<file path="src/rtl/pe_control_seq.sv">
// PE control sequencer: decodes 64-bit PE instructions into per-lane DSP48
// configuration, repeats each for rpt+1 cycles and drives the PE output mux.
module pe_control_seq #(
  parameter int DATA_WIDTH    = 16,
  parameter int INST_WIDTH    = 64,
  parameter int NUM_DSP       = 4,
  parameter int ALUMODE_WIDTH = 4,
  parameter int INMODE_WIDTH  = 5,
  parameter int OPMODE_WIDTH  = 7,
  parameter int DELAY         = 5
) (
  input  logic                              clk,
  input  logic                              rst_n,
  input  logic [DATA_WIDTH*2-1:0]           din_ld,
  input  logic [DATA_WIDTH*2-1:0]           din_pe,
  input  logic [DATA_WIDTH*2-1:0]           din_wb,
  input  logic                              inst_v,
  input  logic [INST_WIDTH-1:0]             inst,
  output logic                              inst_ready,
  output logic                              busy,
  output logic                              dout_v,
  output logic [DATA_WIDTH*2-1:0]           dout,
  output logic [ALUMODE_WIDTH*NUM_DSP-1:0]  alumode,
  output logic [INMODE_WIDTH*NUM_DSP-1:0]   inmode,
  output logic [OPMODE_WIDTH*NUM_DSP-1:0]   opmode,
  output logic [NUM_DSP-1:0]                cea2,
  output logic [NUM_DSP-1:0]                ceb2,
  output logic [NUM_DSP-1:0]                usemult
);

  typedef enum logic {IDLE, ISSUE} state_t;

  state_t               state;
  logic [7:0]           cnt;
  logic [1:0]           sel_q;
  logic [1:0]           op_q;
  logic [NUM_DSP-1:0]   mask_q;
  logic [DELAY-2:0]     vsr;

  logic [1:0]           in_sel;
  logic [1:0]           in_op;
  logic [7:0]           in_rpt;
  logic [NUM_DSP-1:0]   in_mask;
  logic                 accept;
  logic                 issue_v;
  logic                 unused_inst;

  logic [ALUMODE_WIDTH*NUM_DSP-1:0] dec_alumode;
  logic [INMODE_WIDTH*NUM_DSP-1:0]  dec_inmode;
  logic [OPMODE_WIDTH*NUM_DSP-1:0]  dec_opmode;
  logic [NUM_DSP-1:0]               dec_cea2;
  logic [NUM_DSP-1:0]               dec_ceb2;
  logic [NUM_DSP-1:0]               dec_usemult;

  // Opcode bit 2 only marks the immediate variant, which configures the DSP identically.
  assign in_sel      = inst[INST_WIDTH-1 -: 2];
  assign in_op       = inst[25:24];
  assign in_rpt      = inst[23:16];
  assign in_mask     = inst[32 +: NUM_DSP];
  assign unused_inst = ^{inst[INST_WIDTH-3:32+NUM_DSP], inst[31:26], inst[15:0]};

  assign inst_ready = (state == IDLE) || (cnt == 8'd0);
  assign busy       = (state == ISSUE);
  assign accept     = inst_v && inst_ready;
  assign issue_v    = (state == ISSUE) && (op_q != 2'b00) && (|mask_q);

  function automatic logic [DATA_WIDTH*2-1:0] pick(input logic [1:0] s,
                                                   input logic [DATA_WIDTH*2-1:0] ld,
                                                   input logic [DATA_WIDTH*2-1:0] pe,
                                                   input logic [DATA_WIDTH*2-1:0] wb);
    case (s)
      2'b00:   return ld;
      2'b01:   return pe;
      2'b10:   return wb;
      default: return '0;
    endcase
  endfunction

  always_comb begin
    dec_alumode = '0;
    dec_inmode  = '0;
    dec_opmode  = '0;
    dec_cea2    = '0;
    dec_ceb2    = '0;
    dec_usemult = '0;
    for (int i = 0; i < NUM_DSP; i++) begin
      if (in_mask[i]) begin
        case (in_op)
          2'b01: begin
            dec_opmode[i*OPMODE_WIDTH +: OPMODE_WIDTH] = OPMODE_WIDTH'(7'b0110011);
            dec_cea2[i] = 1'b1;
            dec_ceb2[i] = 1'b1;
          end
          2'b10: begin
            dec_alumode[i*ALUMODE_WIDTH +: ALUMODE_WIDTH] = ALUMODE_WIDTH'(4'b0011);
            dec_opmode[i*OPMODE_WIDTH +: OPMODE_WIDTH]    = OPMODE_WIDTH'(7'b0110011);
            dec_cea2[i] = 1'b1;
            dec_ceb2[i] = 1'b1;
          end
          2'b11: begin
            dec_inmode[i*INMODE_WIDTH +: INMODE_WIDTH] = INMODE_WIDTH'(5'b10001);
            dec_opmode[i*OPMODE_WIDTH +: OPMODE_WIDTH] = OPMODE_WIDTH'(7'b0000101);
            dec_usemult[i] = 1'b1;
          end
          default: ;
        endcase
      end
    end
  end

  always_ff @(posedge clk or negedge rst_n) begin
    if (!rst_n) begin
      state   <= IDLE;
      cnt     <= 8'd0;
      sel_q   <= 2'b00;
      op_q    <= 2'b00;
      mask_q  <= '0;
      vsr     <= '0;
      dout_v  <= 1'b0;
      dout    <= '0;
      alumode <= '0;
      inmode  <= '0;
      opmode  <= '0;
      cea2    <= '0;
      ceb2    <= '0;
      usemult <= '0;
    end else begin
      if (accept)
        dout <= pick(in_sel, din_ld, din_pe, din_wb);
      else if (state == ISSUE)
        dout <= pick(sel_q, din_ld, din_pe, din_wb);
      else
        dout <= din_pe;

      vsr[0] <= issue_v;
      for (int i = 1; i < DELAY - 1; i++) vsr[i] <= vsr[i-1];
      dout_v <= vsr[DELAY-2];

      if (accept) begin
        state   <= ISSUE;
        cnt     <= in_rpt;
        sel_q   <= in_sel;
        op_q    <= in_op;
        mask_q  <= in_mask;
        alumode <= dec_alumode;
        inmode  <= dec_inmode;
        opmode  <= dec_opmode;
        cea2    <= dec_cea2;
        ceb2    <= dec_ceb2;
        usemult <= dec_usemult;
      end else if (state == ISSUE) begin
        if (cnt != 8'd0) begin
          cnt <= cnt - 8'd1;
        end else begin
          // Dropping back to IDLE parks every lane in the LOAD configuration.
          state   <= IDLE;
          op_q    <= 2'b00;
          mask_q  <= '0;
          alumode <= '0;
          inmode  <= '0;
          opmode  <= '0;
          cea2    <= '0;
          ceb2    <= '0;
          usemult <= '0;
        end
      end
    end
  end

endmodule

</file>
<file path="config.mk">
export PLATFORM = sky130hd
export DESIGN_NAME = pe_control_seq
export DESIGN_NICKNAME = d
export VERILOG_FILES = /design/src/rtl/pe_control_seq.sv
export SDC_FILE = /design/constraint.sdc
export NUM_CORES = 1
export LEC_CHECK = 0
export ABC_AREA = 1
export CAP_MARGIN = 20
export CORE_ASPECT_RATIO = 0.75
export CORE_MARGIN = 1.5
export CORE_UTILIZATION = 40
export CTS_BUF_LIST = sky130_fd_sc_hd__clkbuf_4 sky130_fd_sc_hd__clkbuf_8
export DETAILED_ROUTE_END_ITERATION = 7
export GPL_ROUTABILITY_DRIVEN = 0
export GPL_TIMING_DRIVEN = 0
export PLACE_DENSITY = 0.84
export RECOVER_POWER = 25
export SYNTH_ARGS = -nofsm -noshare
export SYNTH_HDL_FRONTEND = slang
export SYNTH_SLANG_ARGS = --single-unit
export TNS_END_PERCENT = 5
</file>
<file path="constraint.sdc">
create_clock -name clk -period 1.6 [get_ports clk]
set_input_delay 0.16 -clock clk [delete_from_list [all_inputs] [get_ports clk]]
set_output_delay 0.16 -clock clk [all_outputs]
set_load 0.01 [all_outputs]
</file>
==> out/results.txt, run 1 <==
Status: completed
WS Path Type: flip-flop to flip-flop
Reg clk slew, reported paths: 0.08 ns
CP cell instances: inv_2 -> ha_4 -> nand2_2 -> o21ai_4 -> buf_6 -> nand2_8 -> buf_8 -> o21ai_1 -> nand2_1
Slew Limit Fails: 0
CTS tree: built
Post-Synth Adder-Cell Area: 1.309%
Buf+Inv Stages, Crit Path: 3
Power per Cell Area: 551.1 nW/um^2
Setup WS post-layout: 0.01935 ns
Required time worst endpoint: 1.83 ns
DRC violations left: 0
Largest net degree at the start of global routing: 42
Placed wire-length estimate: 12070 um
Total GRT Usage: 26.76%
Sw Share: 27.64%
Worst-Skew Late Latency: 0.36 ns
Metal2 WL: 7529 um
Inserted Diodes: 0
CTS Buf Count: 9
Vias in the first global route: 5263
Post-synthesis cell type count: 23
Top cells by count, synth: 312 x nand2_1, 70 x dfrtp_1, 65 x nand3_1
Initial DRC Count: 589
Comb power frac: 20.8%
Fin crit period: 1.581 ns
Fin crit share: 98.79%
FMAX: 632.7 MHz
Final Hold Vio Count: 0
Seq cells post-synth: 70
Post-DRT Antenna Nets: 0
Setup violators final: 0
Largest family of logic cells by synthesized area: simple AND/OR/NAND/NOR gates
CP Launch Point: cnt[1]
Post-Synthesis Cells: 720
Core ar.: 11610 um^2
Setup Slack @ Placement: -0.5483 ns
Cell family with most CP delay: buffers and inverters
Drt total wl: 16340 um
Top sig layer: met4
Mapped cell area: 4781 um^2
Ranking of synthesized cells by area: dfrtp_1 37%, nand2_1 24%, buf_4 9.4%
Pleak: 3.884 nW
Crit path DAT: 1.81 ns
Setup crit end kind: flip-flop
Ys flop type: dfrtp_1
Net Switching: 1.146 mW
Drt first pass iters: 5
DIE HEIGHT: 97.68 um
Worst setup SP type: flip-flop
Area share of xor/xnor cells in the synthesized design: 0.5496%
M1 WL: 7062 um
Slew @ Worst Pin: 0.8473 ns
CTS Root Cell: clkbuf_8
Most common cell in the netlist: nand2_1
Sequential share of the synthesized area: 36.64%
Power share of the sequential group: 43.9%
Hold path start: vsr[1]
P_int: 3.001 mW
Pwr Total: 4.147 mW
I/O pin total: 274
Buffers on Ports: 197
Synth area leader: dfrtp_1
Syn Area/Cell: 6.640 um^2
WL per Instance: 14.35 um
Die Area: 12620 um^2
Initial antenna violation count: 0
Synth Area in Simple Gates: 35.83%
Number of flops mapped to enable cells by yosys: 0
Max_cap viols: 0
CP max-delay cell: dfrtp_1
First-pass GRT wire length: 26460 um
Grt ovf: 0
Met3 routed WL: 1328 um
Synth Warn #: 0
Initial Utilization: 41.17%
Yosys top cell area share: 36.64%
H-tree Lvls: 3
Post-synth ARST share: 100.0%
Crit-path max FO: 10
Setup Skew: 0.01242 ns
Layout Nets: 1140
P&R area growth vs syn: 57.39%
Die Width: 129.2 um
Worst reg2reg path startpoint: cnt[1]
Clock sinks: 70
Compound-gate portion of the synthesized area: 10.02%
CP peak stage delay: 0.39 ns
Vias: 5616
Vias per cell: 4.931
RSZ-0062 raised after global routing: true
Clock share of power: 35.3%
Hold WC Path Type: flip-flop to flip-flop
Slew margin rel.: 43.52%
Longest Clk Path Bufs: 2
Post-synthesis mux area share: 0%
Ratio of cells with drive above 1 in the final layout: 18.73%
Rows: 34
Worst VDD drop: 0.4475 mV
## registers in the layout, summed over array words and instances, names as in the netlist
signal and count:
alumode 4, busy 1, ceb2 2, cnt 8, dout 32, dout_v 1
inmode 1, mask_q 4, op_q 2, opmode 8, sel_q 2, usemult 1
vsr 4
## worst paths after layout
check                           end  slack [ns]  depth (start not counted)
max reg2reg                 dout[8]        0.02                          9
max                         dout[8]        0.02                          9
min in group asynchronous  dout[15]        0.43                          2
min                          vsr[2]        0.35                          0
max in group asynchronous  dout[16]        0.30                          3
min reg2reg                  vsr[2]        0.35                          0
## placed cells by master, fill, tap and decap left out, drive strengths merged
cell	Yosys	final
buf	80	120
inv	30	31
a21oi	35	35
dfrtp	70	70
dlygate4sd3	0	1
nand4	19	19
o21ai	42	42
clkdlybuf4s50	0	166
clkinv	0	4
clkbuf	22	37
or2	1	1
nor2	22	22
bufinv	0	1
ha	5	5
nand3	65	65
clkinvlp	0	1
o211ai	10	10
conb	1	28
nand2	313	313
o21bai	2	2
dlymetal6s2s	0	1
xor2	3	3
## repair_timing
action | 4_1_cts | 5_1_grt
pin swaps | 4 | 4
hold buffers | 1 | 0
buffers inserted | 11 | 3
setup endpoints to repair | 84 | 77
gates cloned | 0 | 1
resized for setup | 36 | 91
endpoints found under the hold margin | 29 | 0
## power groups by stage
stage / Combinational (mW) / Clock [mW] / Sequential (mW)
floorplan: 0.310 / 0 / 1.88
finish: 0.863 / 1.46 / 1.82
CTS: 0.850 / 1.50 / 1.82
detailed placement: 0.844 / 0 / 1.85
global route: 0.949 / 1.60 / 1.82
global placement: 0.830 / 0 / 1.85
## layer usage
layer | global-route usage [%] | vias up
li1 | - | 2728
met1 | 36.92 | 2568
met2 | 40.71 | 281
met3 | 5.947 | 39
met4 | 10.20 | 0
met5 | 0 | -
## per-stage QoR
| stage | cells | util [%] | hold WS (ns) | TNS (ns) | instance area [um^2] |
|---|---|---|---|---|---|
| final | 1139 | 64.79 | 0.3515 | 0 | 7525 |
| after global routing | 1139 | 64.79 | 0.3619 | -0.7425 | 7525 |
| after CTS | 1135 | 63.52 | 0.2726 | -0.005636 | 7377 |
| after detailed placement | 1107 | 60.91 | 0.1306 | -18.76 | 7074 |
| after global placement | 1106 | 60.76 | 0.3328 | -168.10 | 7057 |
| after floorplan | 747 | - | -0.1356 | 0 | 4882 |
## worst register-to-register path, delay by kind of cell, from the launching register on
family | cells | cell delay [ns]
AO/OA/AOI/OAI | 2 | 0.26
adder cells (fa/ha/maj) | 1 | 0.14
flip-flops | 1 | 0.39
AND/OR/NAND/NOR | 3 | 0.24
buffers and inverters | 3 | 0.43
## kinds of logic (layout without fill, tap and decap cells)
group	Yosys count	in the layout
xor gates and xnor gates	3	3
DFF	70	70
adders and majority gates	5	5
buffers and inverters	132	362
other	1	28
AOI/OAI and AO/OA	89	89
and+or+nand+nor	420	420
## area by class of cell
| cell class | instances | area (um^2) |
|---|---|---|
| tap | 162 | 202.7 |
| clock buffer | 9 | 123.9 |
| fill | 999 | 4089 |
| inverter | 30 | 112.6 |
| buffer | 102 | 743.2 |
| clock inverter | 7 | 73.82 |
| timing repair buffer | 214 | 2056 |
| multi-input combinational | 545 | 2459 |
| sequential | 70 | 1754 |
No activity file was read; power rests on OpenSTA's default activity.
==> run 2: changes to the inputs <==
--- a/config.mk
+++ b/config.mk
@@ -10,7 +10,7 @@
 export CORE_ASPECT_RATIO = 0.75
 export CORE_MARGIN = 1.5
 export CORE_UTILIZATION = 40
-export CTS_BUF_LIST = sky130_fd_sc_hd__clkbuf_4 sky130_fd_sc_hd__clkbuf_8
+export CTS_BUF_LIST = sky130_fd_sc_hd__clkbuf_8
 export DETAILED_ROUTE_END_ITERATION = 7
 export GPL_ROUTABILITY_DRIVEN = 0
 export GPL_TIMING_DRIVEN = 0
==> results of run 2 <==
Final layout, timing and power as in run 1 (identical DEF).
